## config.mk

```make
export PLATFORM = sky130hd
export DESIGN_NAME = instr_fetch_rom
export DESIGN_NICKNAME = d
export VERILOG_FILES = /design/src/rtl/instr_fetch_rom_pkg.sv /design/src/rtl/rom_sync_mem.sv /design/src/rtl/instr_fetch_rom.sv
export SDC_FILE = /design/constraint.sdc
export NUM_CORES = 1
export LEC_CHECK = 0
export CAP_MARGIN = 30
export CELL_PAD_IN_SITES_DETAIL_PLACEMENT = 2
export CELL_PAD_IN_SITES_GLOBAL_PLACEMENT = 2
export CORE_ASPECT_RATIO = 1.1
export CORE_MARGIN = 1.5
export CORE_UTILIZATION = 45
export CTS_BUF_LIST = sky130_fd_sc_hd__clkbuf_4 sky130_fd_sc_hd__clkbuf_8
export DETAILED_ROUTE_END_ITERATION = 7
export PLACE_DENSITY = 0.74
export SYNTH_ARGS = -nofsm -noshare
export SYNTH_HDL_FRONTEND = slang
export SYNTH_SLANG_ARGS = --single-unit
```

## constraint.sdc

```tcl
create_clock -name clk -period 8 [get_ports clk]
set_input_delay 1.6 -clock clk [delete_from_list [all_inputs] [get_ports clk]]
set_output_delay 1.6 -clock clk [all_outputs]
set_load 0.02 [all_outputs]
```

## src/rtl/instr_fetch_rom_pkg.sv

```systemverilog
// Shared definitions for the instruction fetch unit: FSM states, default widths
// and the 2-bit opcode set that lives in the instruction word MSBs.
package instr_fetch_rom_pkg;

  localparam int DEF_DATA_W = 17;
  localparam int DEF_ADDR_W = 4;
  localparam int DEF_OP_W   = 2;

  typedef enum logic [1:0] {
    ST_IDLE = 2'd0,
    ST_RUN  = 2'd1,
    ST_HALT = 2'd2
  } fetch_state_e;

  localparam logic [1:0] OP_HALT = 2'b00;
  localparam logic [1:0] OP_LOAD = 2'b01;
  localparam logic [1:0] OP_ALU  = 2'b10;
  localparam logic [1:0] OP_JUMP = 2'b11;

endpackage

```

## src/rtl/rom_sync_mem.sv

```systemverilog
// Program store: one write port, one synchronous read port with read enable.
// The array powers up zeroed and is never touched by rst; only the read register is.
module rom_sync_mem #(
  parameter int WIDTH  = 17,
  parameter int ADDR_W = 4
) (
  input  logic              clk,
  input  logic              rst,
  input  logic              we,
  input  logic [ADDR_W-1:0] waddr,
  input  logic [WIDTH-1:0]  wdata,
  input  logic              re,
  input  logic [ADDR_W-1:0] raddr,
  output logic [WIDTH-1:0]  rdata
);

  localparam int DEPTH = 1 << ADDR_W;

  logic [WIDTH-1:0] mem_q [DEPTH] = '{default: {WIDTH{1'b0}}};
  logic [WIDTH-1:0] rdata_q;

  // Write port; no reset so program contents survive rst.
  always_ff @(posedge clk) begin
    if (we) begin
      mem_q[waddr] <= wdata;
    end
  end

  // Read register holds its word while re is low, which gives the fetch path backpressure.
  always_ff @(posedge clk or posedge rst) begin
    if (rst) begin
      rdata_q <= {WIDTH{1'b0}};
    end else if (re) begin
      rdata_q <= mem_q[raddr];
    end
  end

  assign rdata = rdata_q;

endmodule

```

## src/rtl/instr_fetch_rom.sv

```systemverilog
// Instruction fetch unit: IDLE/RUN/HALT sequencer over a synchronous program store.
// Define INSTR_FETCH_ROM_PARITY_EN to store an even-parity bit per word and flag fetch errors.
module instr_fetch_rom
  import instr_fetch_rom_pkg::*;
#(
  parameter int                DATA_W    = DEF_DATA_W,
  parameter int                ADDR_W    = DEF_ADDR_W,
  parameter int                OP_W      = DEF_OP_W,
  parameter logic [DATA_W-1:0] HALT_WORD = {DATA_W{1'b0}}
) (
  input  logic              clk,
  input  logic              rst,
  input  logic              start,
  input  logic              jmp_en,
  input  logic [ADDR_W-1:0] jmp_addr,
  input  logic              ld_en,
  input  logic [ADDR_W-1:0] ld_addr,
  input  logic [DATA_W-1:0] ld_data,
  input  logic              ready,
  output logic [DATA_W-1:0] instr,
  output logic [ADDR_W-1:0] instr_pc,
  output logic              instr_valid,
  output logic [OP_W-1:0]   opcode,
  output logic              halted,
  output logic              parity_err
);

`ifdef INSTR_FETCH_ROM_PARITY_EN
  localparam int MEM_W = DATA_W + 1;

  function automatic logic even_parity(input logic [DATA_W-1:0] data);
    return ^data;
  endfunction
`else
  localparam int MEM_W = DATA_W;
`endif

  fetch_state_e      state_q, state_d;
  logic [ADDR_W-1:0] pc_q, pc_d;
  logic [ADDR_W-1:0] instr_pc_q, instr_pc_d;
  logic              valid_q, valid_d;
  logic              mem_we, mem_re;
  logic [MEM_W-1:0]  mem_wdata;
  logic [MEM_W-1:0]  mem_rdata;
  logic              halt_seen;

`ifdef INSTR_FETCH_ROM_PARITY_EN
  assign mem_wdata = {even_parity(ld_data), ld_data};
`else
  assign mem_wdata = ld_data;
`endif

  rom_sync_mem #(
    .WIDTH  (MEM_W),
    .ADDR_W (ADDR_W)
  ) u_mem (
    .clk   (clk),
    .rst   (rst),
    .we    (mem_we),
    .waddr (ld_addr),
    .wdata (mem_wdata),
    .re    (mem_re),
    .raddr (pc_q),
    .rdata (mem_rdata)
  );

  assign instr       = mem_rdata[DATA_W-1:0];
  assign instr_pc    = instr_pc_q;
  assign instr_valid = valid_q;
  assign opcode      = instr[DATA_W-1 -: OP_W];
  assign halted      = (state_q == ST_HALT);
  assign halt_seen   = valid_q && (instr == HALT_WORD);

  // Next-state: start beats jump, jump beats halt detection and fetch/accept.
  always_comb begin
    state_d    = state_q;
    pc_d       = pc_q;
    instr_pc_d = instr_pc_q;
    valid_d    = valid_q;
    mem_we     = 1'b0;
    mem_re     = 1'b0;
    case (state_q)
      ST_IDLE: begin
        mem_we = ld_en;
        if (start) begin
          state_d = ST_RUN;
          pc_d    = {ADDR_W{1'b0}};
          valid_d = 1'b0;
        end else begin
          state_d = ST_IDLE;
        end
      end
      ST_RUN: begin
        if (start) begin
          pc_d    = {ADDR_W{1'b0}};
          valid_d = 1'b0;
        end else if (jmp_en) begin
          pc_d    = jmp_addr;
          valid_d = 1'b0;
        end else if (halt_seen) begin
          // Halt word stays on instr until the consumer takes it; pc is frozen from here.
          state_d = ST_HALT;
          valid_d = ~ready;
        end else if (!valid_q || ready) begin
          mem_re     = 1'b1;
          instr_pc_d = pc_q;
          valid_d    = 1'b1;
          pc_d       = pc_q + ADDR_W'(1'b1);
        end else begin
          valid_d = valid_q;
        end
      end
      ST_HALT: begin
        mem_we = ld_en;
        if (start) begin
          state_d = ST_RUN;
          pc_d    = {ADDR_W{1'b0}};
          valid_d = 1'b0;
        end else if (valid_q && ready) begin
          valid_d = 1'b0;
        end else begin
          valid_d = valid_q;
        end
      end
      default: begin
        state_d = ST_IDLE;
        pc_d    = {ADDR_W{1'b0}};
        valid_d = 1'b0;
      end
    endcase
  end

  // Sequencer registers.
  always_ff @(posedge clk or posedge rst) begin
    if (rst) begin
      state_q    <= ST_IDLE;
      pc_q       <= {ADDR_W{1'b0}};
      instr_pc_q <= {ADDR_W{1'b0}};
      valid_q    <= 1'b0;
    end else begin
      state_q    <= state_d;
      pc_q       <= pc_d;
      instr_pc_q <= instr_pc_d;
      valid_q    <= valid_d;
    end
  end

`ifdef INSTR_FETCH_ROM_PARITY_EN
  logic perr_q, perr_d, fetch_bad;

  // A stored word with odd total parity is corrupt; flag it while it is on instr.
  assign fetch_bad = valid_q && (^mem_rdata);

  // Sticky fault, cleared only by start or rst.
  always_comb begin
    perr_d = perr_q;
    if (start) begin
      perr_d = 1'b0;
    end else begin
      perr_d = perr_q | fetch_bad;
    end
  end

  // Parity fault register.
  always_ff @(posedge clk or posedge rst) begin
    if (rst) begin
      perr_q <= 1'b0;
    end else begin
      perr_q <= perr_d;
    end
  end

  assign parity_err = perr_q | fetch_bad;
`else
  assign parity_err = 1'b0;
`endif

endmodule

```

==> impl_results.md <==
* Wire length per cell at about 33 microns
* Max-Slew Margin vs Limit at 0.287
* Cell-internal power at roughly 2.6 mW
* Max Cap Violations at 0
* CTS H-tree depth at 2
* Slew at the pin closest to its max-slew limit at between 1 and 1.5 ns
* Peak supply drop at approximately 0.12 mV
* Top Family by Delay on Critical Path: buffers and inverters
* Distinct cells, synth at 45
* Net Sw Frac at 0.244
* #FFs+latches synth at 300
* Lkg Pwr at approximately 4.5 nW
* Longest Clk Path Bufs at 3
* Post-route cell area at ~14,000 sq um
* Min-delay worst type: register to register
* Buffer and inverter count on the worst path at 1
* Unrepaired setup endpoints after global routing: no
* Placer Congestion at between 0.7 and 0.8
* Clock input transition at the sequential cells of the worst setup and hold paths at roughly 0.060 ns
* Nature of the critical path endpoint: output pin
* CP max stage delay at between 0.6 and 0.7 ns
* Min Tclk post-route at between 3 and 4 ns
* Category of the critical setup timing path: register to output pin
* Clock Latency Late Sink at approximately 0.56 ns
* Global-route wire length before repair at between 40,000 and 50,000 microns
* Biggest fanout along the worst timing path at 8
* Global route total overflow at 0
* Number of rows created at floorplan at 61
* Min-Delay Path Depth at 1
* Die Width at between 150 and 200 microns
* Post-synthesis net count at roughly 580
* Worst path arrival time at between 1.5 and 2 ns
* Post_cts resized at 0
* Number of clock sinks at 300
* Fraction of the yosys area taken by sequential cells at 0.767
* Port bufs at between 50 and 60
* Cell depth of the worst setup path at 2
* # Post-CTS Setup Buffers at 0
* Final core utilization at 0.540
* Area of the placeable core at around 25,000 sq um
* Worst path cell trace: and2b_1 > clkdlybuf4s50_1
* Max-slew violations at 0
* Area of the mapped netlist at ~12,000 sq um
* Multi-input logic area at ~2600 sq um
* Post-Syn Area per Cell at between 20 and 25 sq um
* Antenna violations before repair at 0
* Final HPWL DP at 20,000 microns
* Achievable clock frequency at ~280 MHz
* Final setup skew at between 0.02 and 0.025 ns
* Area post-placement at between 10,000 and 15,000 sq um
* Setup_tns at 0 ns
* Power Density at roughly 260 nW/um^2
* Antenna Cells at 0
* Sequential fraction of design power at 0.512
* Instance count of the mapped netlist at 552
* Number of nets in the layout at just under 700
* Final worst slack at roughly 4.4 ns
* TritonCTS clock tree: yes
* Final count of hold timing violations at 0
* Area added between synthesis and finish at 18.0%
* Period Utilization, post-route at 0.448
* Clock root buffer master: sky130_fd_sc_hd__clkbuf_8
* Number of CTS-inserted buffers at between 40 and 50
* Switching power summed over all nets at about 850 uW
* Overall global routing resource usage at 0.263
* Post-synthesis async set-or-reset flop share at 0.0933
* Drt first-iter violations at approximately 400
* Post-Place Setup Slack at between 4 and 5 ns
* Yosys warning count at 0
* Depth of the worst register-to-register path at 5
* Slowest stage cell, crit path: sky130_fd_sc_hd__clkdlybuf4s50_1
* Count of unresolved DRC violations after routing at 0
* Detailed Routing Iterations Pass 1 at 4
* Crit start category: register
* EDFF count, synth at between 200 and 300
* Die H at ~170 microns
* Sequential standard cell area at just under 9000 sq um
* Data required time at the worst endpoint at 6.40 ns
* Flip-flop cell with the highest count after synthesis: sky130_fd_sc_hd__edfxtp_1
* Final routed wirelength across all metal layers at between 30,000 and 40,000 microns
* Area of the die at about 27,000 sq um
* Proportion of power drawn by the clock network at 0.387
* Hold-fix buffers at CTS at 0
* Number of vias per cell at roughly 6
* Final setup violation count at 0
* Layout cell share with drive strength beyond 1 at 0.297
* Maximum number of pins on one net before global-route repair at 53
* Initial cell density of the core at 0.458
* Number of antenna-violating nets in the routed design at 0
* Fillcell total at between 2,000 and 2,500
* Fraction of power consumed by combinational cells at 0.101
* Vias after detailed routing at between 6,000 and 7,000
* Outcome: finished, final reports clean
* Number of top-level design ports at 57
* Worst slack on hold paths at about 0.52 ns
* Via count of the first global-routing pass at 6,967
==> state kept, by name, summed over array words and instances, names as in the netlist <==
signal       count
u_mem.mem_q    272
u_mem.rdata     17
instr_pc         4
pc_q             4
state_q          2
instr_valid      1
==> cell usage in the layout, fill, tap and decap left out, types with 4 or more instances in the layout <==
cell,Yosys,layout
sky130_fd_sc_hd__a21oi_1,17,17
sky130_fd_sc_hd__a22oi_1,27,27
sky130_fd_sc_hd__nor3_2,0,4
sky130_fd_sc_hd__mux2_2,5,5
sky130_fd_sc_hd__nand2_1,9,9
sky130_fd_sc_hd__o31ai_1,6,6
sky130_fd_sc_hd__edfxtp_1,272,272
sky130_fd_sc_hd__o21ai_0,6,6
sky130_fd_sc_hd__clkdlybuf4s50_1,0,55
sky130_fd_sc_hd__dfrtp_1,28,26
sky130_fd_sc_hd__a21o_1,15,15
sky130_fd_sc_hd__nor2_1,18,6
sky130_fd_sc_hd__clkinv_2,0,7
sky130_fd_sc_hd__clkbuf_8,0,54
sky130_fd_sc_hd__clkbuf_4,0,18
sky130_fd_sc_hd__nand2b_1,4,4
sky130_fd_sc_hd__nor2_2,0,12
sky130_fd_sc_hd__buf_4,5,15
sky130_fd_sc_hd__buf_8,0,6
sky130_fd_sc_hd__mux4_2,68,68
==> layer usage <==
layer / GRT usage / up-vias / share of wire
li1: - / 2488 / -
met1: 0.323 / 3278 / 0.38
met2: 0.456 / 249 / 0.52
met3: 0.0534 / 81 / 0.059
met4: 0.109 / 0 / 0.038
met5: 0 / - / 0
==> worst paths after layout <==
path | startpoint | to | slack (ns)
max in group asynchronous | rst | pc_q[1]$_DFFE_PP0P_ | 6.21
min in group asynchronous | rst | u_mem.rdata[13]$_DFFE_PP0P_ | 1.35
max | state_q[0]$_DFFE_PP0P_ | halted | 4.41
max reg2reg | pc_q[2]$_DFFE_PP0P_ | u_mem.rdata[15]$_DFFE_PP0P_ | 5.14
min | instr_pc[3]$_DFFE_PP0P_ | instr_pc[3]$_DFFE_PP0P_ | 0.52
min reg2reg | instr_pc[3]$_DFFE_PP0P_ | instr_pc[3]$_DFFE_PP0P_ | 0.52
==> area by class of cell <==
type	instances	share of cell area
multi-input cells	216	0.187
well taps	346	0.0317
clock inverters	10	0.00532
repair buffers	80	0.0609
inverters	2	0.000550
flip-flops and latches	300	0.650
clock buffers	72	0.0643
==> synth_stat cells (all sizes together) (2+ instances only) <==
cell	number	area (sq um)
a21o	15	113
a22o	3	26.3
or2	2	17.5
nand2	9	33.8
nor2	19	78.8
a221oi	3	26.3
or3b	2	17.5
nor4	2	12.5
inv	2	7.51
clkbuf	9	33.8
o31ai	6	45.0
mux2i	2	20.0
mux2	5	56.3
mux4	68	1530
o21ai	8	40.0
nand2b	4	25.0
nor2b	3	18.8
buf	25	150
dfrtp	28	701
a21oi	17	85.1
edfxtp	272	8170
nor3	6	41.3
a22oi	27	203
==> power by group through the flow <==
| stage | sequential [mW] | combinational, mW | clock [mW] |
|---|---|---|---|
| after CTS | 1.78 | 0.350 | 1.38 |
| final | 1.78 | 0.352 | 1.35 |
| after global placement | 1.81 | 0.327 | 0 |
| after global routing | 1.79 | 0.372 | 1.43 |
| after floorplan | 1.82 | 0.176 | 0 |
| after detailed placement | 1.81 | 0.344 | 0 |
==> stage by stage <==
step                      cells  power (mW)
after floorplan             552        2.00
after global placement      934        2.13
after detailed placement    943        2.16
after CTS                  1025        3.52
after global routing       1026        3.59
final                      1026        3.48
==> worst reg2reg max path, cell delays in order, from the launching register on <==
cell and delay [ns]:
sky130_fd_sc_hd__dfrtp_2 0.75, sky130_fd_sc_hd__buf_4 0.74, sky130_fd_sc_hd__mux4_2 0.46, sky130_fd_sc_hd__a22oi_1 0.37, sky130_fd_sc_hd__a21oi_1 0.21, sky130_fd_sc_hd__a21o_1 0.20
==> logic make-up after synthesis <==
kind of cell | synth area share
AOI/OAI and AO/OA | 0.0487
adders and majority gates | 0.00108
buffers and inverters | 0.0166
DFF | 0.767
muxes | 0.139
other | 0.000324
and+or+nand+nor | 0.0276
(Power assumes the default switching activity.)
